[src/rtl/flag_branch_unit.sv]
// ============================================================================
//  Module      : flag_branch_unit
//  Description : Architectural NZCV flag register plus conditional-branch
//                resolution (B, CBZ, B.EQ, B.LT) with a registered redirect
//                strobe and a FLUSH_LEN-cycle wrong-path squash window.
//                Build option: define FLAG_BYPASS_EN to resolve B.EQ/B.LT
//                from same-cycle ALU flags; leave it undefined to insert a
//                one-cycle WAIT (with stall_req) instead.
//  Revision    : 1.0 - initial release
// ============================================================================
`default_nettype none

module flag_branch_unit #(
    parameter int ADDR_W    = 64,
    parameter int FLUSH_LEN = 2
) (
    input  logic              clk,
    input  logic              reset,
    input  logic              stall,
    input  logic              ex_valid,
    input  logic              ex_set_flags,
    input  logic [3:0]        ex_nzcv,
    input  logic              br_valid,
    input  logic [1:0]        br_type,
    input  logic              cbz_zero,
    input  logic [ADDR_W-1:0] br_target,
    output logic [3:0]        flags,
    output logic              br_taken,
    output logic [ADDR_W-1:0] br_pc,
    output logic              flush_req,
    output logic              stall_req
);

    typedef enum logic [1:0] {
        IDLE  = 2'd0,
        WAIT  = 2'd1,
        FLUSH = 2'd2
    } state_t;

    // Branch type encodings
    localparam logic [1:0] c_br_b    = 2'b00;
    localparam logic [1:0] c_br_cbz  = 2'b01;
    localparam logic [1:0] c_br_beq  = 2'b10;

    // Last FLUSH counter value before returning to IDLE
    localparam logic [1:0] c_cnt_last = 2'(FLUSH_LEN - 1);

`ifdef FLAG_BYPASS_EN
    localparam bit c_bypass_en = 1'b1;
`else
    localparam bit c_bypass_en = 1'b0;
`endif

    state_t            state_q,     state_d;
    logic [1:0]        cnt_q,       cnt_d;
    logic [3:0]        flags_q,     flags_d;
    logic [ADDR_W-1:0] br_pc_q,     br_pc_d;
    logic              br_taken_q,  br_taken_d;
    logic              flush_req_q, flush_req_d;
    logic              stall_req_q, stall_req_d;
    logic [1:0]        wait_type_q, wait_type_d;
    logic [ADDR_W-1:0] wait_tgt_q,  wait_tgt_d;

    logic              flag_wr;
    logic [3:0]        eff_flags;

    // Taken condition; nzcv is {N,Z,C,V}
    function automatic logic taken_f(input logic [1:0] typ,
                                     input logic       zero,
                                     input logic [3:0] nzcv);
        logic t;
        case (typ)
            c_br_b:   t = 1'b1;
            c_br_cbz: t = zero;
            c_br_beq: t = nzcv[2];
            default:  t = nzcv[3] ^ nzcv[0];
        endcase
        return t;
    endfunction

    // Flag write enable and the flag view used for resolution in IDLE
    always_comb begin
        flag_wr   = ex_valid && ex_set_flags && (state_q != FLUSH);
        eff_flags = (c_bypass_en && flag_wr) ? ex_nzcv : flags_q;
    end

    // Next-state, flag and registered-output computation
    always_comb begin
        state_d     = state_q;
        cnt_d       = cnt_q;
        flags_d     = flags_q;
        br_pc_d     = br_pc_q;
        wait_type_d = wait_type_q;
        wait_tgt_d  = wait_tgt_q;
        br_taken_d  = 1'b0;
        flush_req_d = 1'b0;
        stall_req_d = 1'b0;

        // Wrong-path instructions in FLUSH never touch the flags
        if (flag_wr) begin
            flags_d = ex_nzcv;
        end

        case (state_q)
            IDLE: begin
                if (br_valid) begin
                    if (!c_bypass_en && br_type[1] && flag_wr) begin
                        // Flags for this branch are still in flight: hold one
                        // cycle and resolve from the registered copy.
                        state_d     = WAIT;
                        wait_type_d = br_type;
                        wait_tgt_d  = br_target;
                        stall_req_d = 1'b1;
                    end else if (taken_f(br_type, cbz_zero, eff_flags)) begin
                        state_d     = FLUSH;
                        cnt_d       = 2'd0;
                        br_pc_d     = br_target;
                        br_taken_d  = 1'b1;
                        flush_req_d = 1'b1;
                    end
                end
            end

            WAIT: begin
                // Only B.EQ/B.LT reach WAIT, so the CBZ operand is irrelevant
                if (taken_f(wait_type_q, 1'b0, flags_q)) begin
                    state_d     = FLUSH;
                    cnt_d       = 2'd0;
                    br_pc_d     = wait_tgt_q;
                    br_taken_d  = 1'b1;
                    flush_req_d = 1'b1;
                end else begin
                    state_d = IDLE;
                end
            end

            FLUSH: begin
                if (cnt_q == c_cnt_last) begin
                    state_d = IDLE;
                    cnt_d   = 2'd0;
                end else begin
                    cnt_d       = cnt_q + 2'd1;
                    flush_req_d = 1'b1;
                end
            end

            default: begin
                state_d = IDLE;
                cnt_d   = 2'd0;
            end
        endcase
    end

    // State registers: async reset, stall freezes everything
    always_ff @(posedge clk or posedge reset) begin
        if (reset) begin
            state_q     <= IDLE;
            cnt_q       <= 2'd0;
            flags_q     <= 4'd0;
            br_pc_q     <= '0;
            br_taken_q  <= 1'b0;
            flush_req_q <= 1'b0;
            stall_req_q <= 1'b0;
            wait_type_q <= 2'd0;
            wait_tgt_q  <= '0;
        end else if (!stall) begin
            state_q     <= state_d;
            cnt_q       <= cnt_d;
            flags_q     <= flags_d;
            br_pc_q     <= br_pc_d;
            br_taken_q  <= br_taken_d;
            flush_req_q <= flush_req_d;
            stall_req_q <= stall_req_d;
            wait_type_q <= wait_type_d;
            wait_tgt_q  <= wait_tgt_d;
        end
    end

    assign flags     = flags_q;
    assign br_taken  = br_taken_q;
    assign br_pc     = br_pc_q;
    assign flush_req = flush_req_q;
    assign stall_req = stall_req_q;

endmodule

`default_nettype wire

[config.mk]
export PLATFORM = sky130hd
export DESIGN_NAME = flag_branch_unit
export DESIGN_NICKNAME = d
export VERILOG_FILES = /design/src/rtl/flag_branch_unit.sv
export SDC_FILE = /design/constraint.sdc
export NUM_CORES = 1
export LEC_CHECK = 0
export ABC_AREA = 1
export CORE_AREA = 3 3 120 145
export CTS_CLUSTER_DIAMETER = 60
export DETAILED_ROUTE_END_ITERATION = 12
export DIE_AREA = 0 0 123 148
export GPL_TIMING_DRIVEN = 0
export PLACE_DENSITY = 0.77
export SLEW_MARGIN = 20
export SYNTH_ARGS = -nofsm -noshare
export SYNTH_HDL_FRONTEND = slang
export SYNTH_SLANG_ARGS = --single-unit
[constraint.sdc]
create_clock -name clk -period 10.6 [get_ports clk]
set_clock_uncertainty 0.2 [all_clocks]
set_input_delay 3.18 -clock clk [delete_from_list [all_inputs] [get_ports clk]]
set_output_delay 3.18 -clock clk [all_outputs]
set_load 0.02 [all_outputs]
==> out/qor.csv, run 1 <==
stage,metric,value,unit
placed_design,gp_congestion,0.8654,
floorplan,die_y,148,um
clocking,cts-root-buf,clkbuf_16,
layout,fin_area,8768,um2
synthesis,ys_seq_area_share,55.13,%
sta,rsz0062_at_grt,false,
clocking,postCtsSetupRepairBufs,0,
critical_path,critical_path_class,input port to register,
synthesis,syn_nets,871,
clocking,clk_path_buf_depth,2,
grt,met3_usage,4.057,%
floorplan,row_count,51,
critical_path,cp.required,10.73,ns
sta,min_period,5.009,ns
synthesis,yosysTopAreaCell,dfrtp_1,
layout,instances_no_fill,1186,
job,cap_violations,0,
synthesis,synth-edff-count,0,
grt,grt_pass1_vias,5637,
floorplan,ios,148,
pwr,ir_drop,0.1353,mV
drt,wire_per_inst,14.43,um
synthesis,synth_area_per_cell,8.060,um2
grt,grt_overflow,0,
outcome,status,completed,
critical_path,end_kind,register,
critical_path,cp_max_fo,10,
synthesis,ys_ff_latch,141,
placed_design,dpl.hpwl,12.02,mm
clocking,cts.clk_slew.worst_paths,0.06,ns
sta,tns,0,ns
placed_design,dp_cells,1154,
sta,setup_violations,0,
synthesis,synth_cell_types,23,
synthesis,ys_warn_count,0,
layout,area_growth,37.01,%
layout,antenna_cells,0,
sta,slew_viol_final,0,
sta,tightest_slew,0.5205,ns
clocking,post_cts_resized,0,
grt,grt_pass1_wl,28.19,mm
synthesis,synth_top_cell_area_share,55.13,%
sta,finalCritPeriodShare,47.26,%
clocking,clk_latency,0.42,ns
drt,avgViaCountPerCell,4.878,
clocking,cts_tree,built,
layout,fillers,1506,
hold_path,hold_class,register to register,
drt,drt_first_pass_iters,5,
synthesis,synth_area,6400,um2
grt,top_usage_layer,met2,
critical_path,crit_path_start_kind,input port,
sta,finalHoldViolCount,0,
pwr,leakagePower,0.004332,uW
critical_path,crit_arrival,5.14,ns
grt,met1_usage,25.88,%
drt,vias,5785,
drt,drt.antenna.violating_nets,0,
floorplan,coreArea,16140,um2
synthesis,synthCells,794,
grt,grt_max_degree,82,
grt,grt_usage,19.82,%
drt,wl,17.11,mm
floorplan,dieArea,18200,um2
sta,maxSlewHeadroom,65.30,%
synthesis,yosys-top-cells-area,"dfrtp_1 (55%), nand2_1 (17%), nand3_1 (5.9%)",
synthesis,synth_common_cells,"nand2_1 (293), dfrtp_1 (141), nand3_1 (75), inv_1 (74), o21ai_0 (68)",
layout,drive_gt1_share,8.419,%
grt,use_met2,31.46,%
floorplan,die_width,123,um
sta,fmax,199.6,MHz
synthesis,post-synth-top-count-cell,nand2_1,
synthesis,synth_top_flop_cell,dfrtp_1,
drt,drt_iter0_drc,478,
clocking,cts_made_buffers,17,
placed_design,dpl_cell_area,8172,um2
clocking,clock_sinks,141,
pwr,power_density,298.0,nW/um2
clocking,ctsHoldBuffers,0,
clocking,cts.htree.levels,4,
floorplan,start_util,39.64,%
drt,drc,0,
grt,grt_antenna_before_repair,0,
layout,final_net_count,1038,
placed_design,port_buffers,147,
synthesis,async_reset_ff_share,100.0,%
==> area by class of cell <==
| cell class | instances | area (um2) | area share, % |
|---|---|---|---|
| repair buffers | 148 | 1499 | 17.09 |
| clock buffers | 22 | 484.2 | 5.522 |
| plain buffers | 49 | 300.3 | 3.425 |
| inverters | 81 | 311.5 | 3.553 |
| multi-input cells | 523 | 2267 | 25.86 |
| clock inverters | 10 | 112.6 | 1.284 |
| well taps | 212 | 265.3 | 3.025 |
| flip-flops and latches | 141 | 3528 | 40.24 |
==> registers in the layout, summed over array words and instances (netlist names) <==
register,flops
br_pc,64
wait_tgt_q,64
flags,4
cnt_q,2
state_q,2
wait_type_q,2
br_taken,1
flush_req,1
stall_req,1
==> cells in the final DEF (no fill, tap or decap) <==
cell / instances
a21oi_1: 5
buf_16: 1
buf_2: 21
buf_4: 8
buf_6: 8
bufinv_16: 2
clkbuf_1: 13
clkbuf_16: 17
clkbuf_8: 4
clkdlybuf4s50_1: 147
clkinv_1: 1
clkinv_2: 4
clkinv_4: 2
clkinvlp_4: 2
dfrtp_1: 141
inv_1: 73
inv_2: 6
inv_8: 1
mux2_2: 1
nand2_1: 293
nand2b_1: 1
nand3_1: 75
nand3_2: 1
nand4_1: 3
nor2_1: 7
nor2_2: 2
nor2b_1: 1
nor3_1: 1
o21ai_0: 68
o21ai_1: 63
o21ai_2: 1
or2_2: 1
==> power breakdown <==
part / leakage [uW] / total [uW] / switching [uW] / internal [uW]
Clock: 0.000292 / 593 / 223 / 370
Sequential: 0.00168 / 915 / 113 / 802
Combinational: 0.00236 / 1100 / 640 / 464
==> stage by stage <==
stage	util, %	total power (uW)	setup slack, ns	hold WS (ns)
after floorplan	-	1568	3.439	0.2419
after global placement	50.40	1997	1.428	0.2552
after detailed placement	50.62	2030	5.106	0.2573
after CTS	54.31	2638	5.548	0.2724
after global routing	54.31	2806	5.379	0.2870
final	54.31	2613	5.591	0.2680
==> kinds of logic after synthesis <==
family,after synthesis,share of synthesized area [%]
and+or+nand+nor,385,24.48
DFF,141,55.13
AOI/OAI and AO/OA,137,10.77
buffers and inverters,130,9.443
muxes,1,0.1759
==> path summary, 6_finish.rpt <==
| check | from | end | slack [ns] | cells past startpoint |
|---|---|---|---|---|
| worst max-delay path | stall | wait_tgt_q[46] | 5.59 | 8 |
| worst min-delay path | br_pc[59] | br_pc[59] | 0.27 | 2 |
| worst max register to register | state_q[1] | wait_tgt_q[46] | 8.49 | 7 |
| worst min register to register | br_pc[59] | br_pc[59] | 0.27 | 2 |
| max in group asynchronous | reset | wait_tgt_q[7] | 6.46 | 3 |
| min in group asynchronous | reset | br_pc[41] | 2.99 | 2 |
==> critical path, cell delays in order <==
cell and delay (ns):
clkdlybuf4s50_1 0.54, inv_2 0.12, nand2_1 0.08, nor2_1 0.42, buf_2 0.36, buf_2 0.27, nand2_1 0.07, o21ai_1 0.10
==> routing by layer <==
metal | routed length (um) | vias up
met5 | 0 | -
met4 | 488 | 0
met3 | 839 | 34
met2 | 8448 | 167
met1 | 7336 | 2736
li1 | - | 2848
Note: power is estimated with default switching activity, not from simulation.
==> run 2: changes to the inputs <==
- PLACE_DENSITY: 0.77 -> 0.8
- clock period: 10.6 -> 4.6 ns (I/O delays scaled with it)
==> run 2 against run 1 <==
Critical path depth is the same. Combinational power grew 130%. Non-clock buffer count grew 3. Setup slack lost 4.2 ns. Global-route usage grew 0.32 points. Die area is the same. Sequential power grew 130%. Register-to-register slack lost 6.0 ns. Cell count grew 0.25%. Routed wire length grew 2.4%. Design area grew 0.53%. Via count grew 0.57%. Largest cell class unchanged. Highest routed layer unchanged.
==> out/qor.csv, run 2 (same netlist as run 1, synthesis figures left out) <==
stage,metric,value,unit,change
outcome,status,completed,,
drt,drt_iter0_drc,470,,-1.7%
layout,layout_common_cells,"nand2_1 (293), clkdlybuf4s50_1 (147), dfrtp_1 (141)",,
hold_path,hold_class,register to register,,
drt,drc,0,,unchanged
floorplan,row_count,51,,unchanged
hold_path,min_to,br_pc[27],,
clocking,cts.clk_slew.worst_paths,0.06,ns,about the same
layout,finish.utilization,54.60,%,+0.29 points
layout,fin_area,8815,um2,+0.53%
clocking,postCtsSetupRepairBufs,0,,unchanged
floorplan,die_width,123,um,unchanged
clocking,cts.htree.levels,4,,unchanged
drt,wire_per_inst,14.74,um,+2.1%
sta,rsz0062_at_grt,false,,
pwr,p_clk_share,22.6,%,about the same
layout,drive_gt1_share,8.700,%,+0.28 points
placed_design,pre_cts_slack,0.8422,ns,-4.264 ns
pwr,ir_drop,0.3438,mV,+150%
sta,min_period,3.248,ns,
grt,grt_overflow,0,,unchanged
critical_path,end_kind,register,,
clocking,ctsHoldBuffers,0,,unchanged
clocking,cts_made_buffers,17,,unchanged
critical_path,r2r_end,wait_tgt_q[4],,
drt,drt_first_pass_iters,5,,unchanged
job,cap_violations,0,,unchanged
pwr,power_density,683.8,nW/um2,+130%
critical_path,path_cells,clkdlybuf4s50_1 -> inv_2 -> nand2_1 -> nor2_1 -> buf_2 -> buf_2 -> nand2_1 -> o21ai_1,,
clocking,cts_tree,built,,
drt,drt.antenna.violating_nets,0,,unchanged
grt,grt_pass1_wl,28.87,mm,+2.4%
critical_path,worst-path-stages,8,,unchanged
pwr,total_power,6027,uW,+130%
placed_design,dpl.hpwl,12.45,mm,+3.6%
placed_design,gp_congestion,0.8469,,-2.1%
placed_design,port_buffers,147,,unchanged
sta,fin_ws,1.352,ns,-4.239 ns
critical_path,path_buf_inv,4,,unchanged
floorplan,dieArea,18200,um2,unchanged
critical_path,reg2regPathDepth,7,,unchanged
grt,grt_usage,20.14,%,+0.32 points
critical_path,cp_max_fo,10,,unchanged
grt,grt_max_degree,35,,-57%
pwr,leakagePower,0.004347,uW,+0.35%
clocking,post_cts_resized,0,,unchanged
critical_path,slowest_stage,clkdlybuf4s50_1,,
critical_path,cp_top_family,buffers and inverters,,
pwr,sw_frac_of_total,37.63,%,+0.25 points
pwr,internal-power,3759,uW,+130%
sta,fmax,307.9,MHz,
clocking,clk_latency,0.41,ns,about the same
critical_path,max_stage_delay,0.53,ns,about the same
sta,setup_violations,0,,unchanged
floorplan,start_util,39.64,%,unchanged
grt,grt_pass1_vias,5949,,+5.5%
critical_path,crit_arrival,3.38,ns,-1.76 ns
layout,antenna_cells,0,,unchanged
clocking,cts-root-buf,clkbuf_16,,
critical_path,reg2reg_slack,2.45,ns,-6.04 ns
critical_path,r2r-start,state_q[1],,
clocking,clock_sinks,141,,unchanged
sta,slew_viol_final,0,,unchanged
hold_path,min_from,br_pc[27],,
critical_path,crit_start,stall,,
grt,grt_antenna_before_repair,0,,unchanged
critical_path,critical_path_class,input port to register,,
critical_path,crit_path_start_kind,input port,,
placed_design,dpl_cell_area,8228,um2,+0.69%
floorplan,ios,148,,unchanged
sta,finalHoldViolCount,0,,unchanged
floorplan,coreArea,16140,um2,unchanged
drt,avgViaCountPerCell,4.893,,+0.32%
sta,maxSlewHeadroom,55.75,%,-9.6 points
layout,layout_commonest_cell,nand2_1,,
sta,finalCritPeriodShare,70.60,%,
layout,area_growth,37.73,%,
layout,final_net_count,1041,,+0.29%
drt,wl,17.52,mm,+2.4%
pwr,power_frac_comb,42.4,%,about the same
hold_path,whs_path_depth,2,,unchanged
sta,tightest_slew,0.6624,ns,+0.1419 ns
clocking,clk_path_buf_depth,2,,unchanged
pwr,p_seq_share,35.1,%,about the same
drt,vias,5818,,+0.57%
floorplan,die_y,148,um,unchanged
pwr,switching_power,2268,uW,+130%
critical_path,cp.required,4.73,ns,-6.00 ns
## run 2: power groups by stage
stage               sequential (uW)  clock [uW]  combinational (uW)
floorplan                      2450           0                1160
global placement               2110           0                2500
detailed placement             2130           0                2560
CTS                            2110        1380                2580
global route                   2170        1440                2830
finish                         2110        1360                2550
## run 2: metal layers
layer	global-route usage (%)	routed length, um	vias to the layer above
li1	-	-	2850
met2	33.57	8846	159
met1	25.11	7413	2777
met4	8.310	460	0
met3	4.592	803	32
met5	0	0	-
## run 2: cell type report
| class | instances | area (um2) |
|---|---|---|
| Fill cell | 1450 | 7330 |
| Sequential cell | 141 | 3528 |
| Multi-Input combinational cell | 523 | 2267 |
| Timing Repair Buffer | 151 | 1559 |
| Clock buffer | 21 | 470.5 |
| Inverter | 81 | 307.8 |
| Buffer | 49 | 300.3 |
| Tap cell | 212 | 265.3 |
| Clock inverter | 11 | 116.4 |
## run 2: worst max-delay path by stage
stage / endpoint / slack (ns)
3_3_place_gp: br_pc[47] / -0.02
4_1_cts: wait_tgt_q[4] / 1.27
5_1_grt: wait_tgt_q[53] / 1.16
6_report: wait_tgt_q[4] / 1.35
3_5_place_dp: wait_tgt_q[6] / 0.84
2_1_floorplan: br_pc[0] / 1.26
## run 2: stage by stage
step / hold slack (ns) / setup TNS (ns) / cells
after floorplan: 0.2419 / 0 / 794
after global placement: 0.2541 / -1.411 / 1153
after detailed placement: 0.2583 / 0 / 1157
after CTS: 0.2728 / 0 / 1189
after global routing: 0.2862 / 0 / 1189
final: 0.2660 / 0 / 1189
## run 2: worst reg2reg max path: cells and delay by family (launching register included)
| family | cells | cell delay, ns |
|---|---|---|
| compound gates | 1 | 0.10 |
| simple gates | 3 | 0.65 |
| buf+inv | 3 | 0.70 |
| flops | 1 | 0.43 |
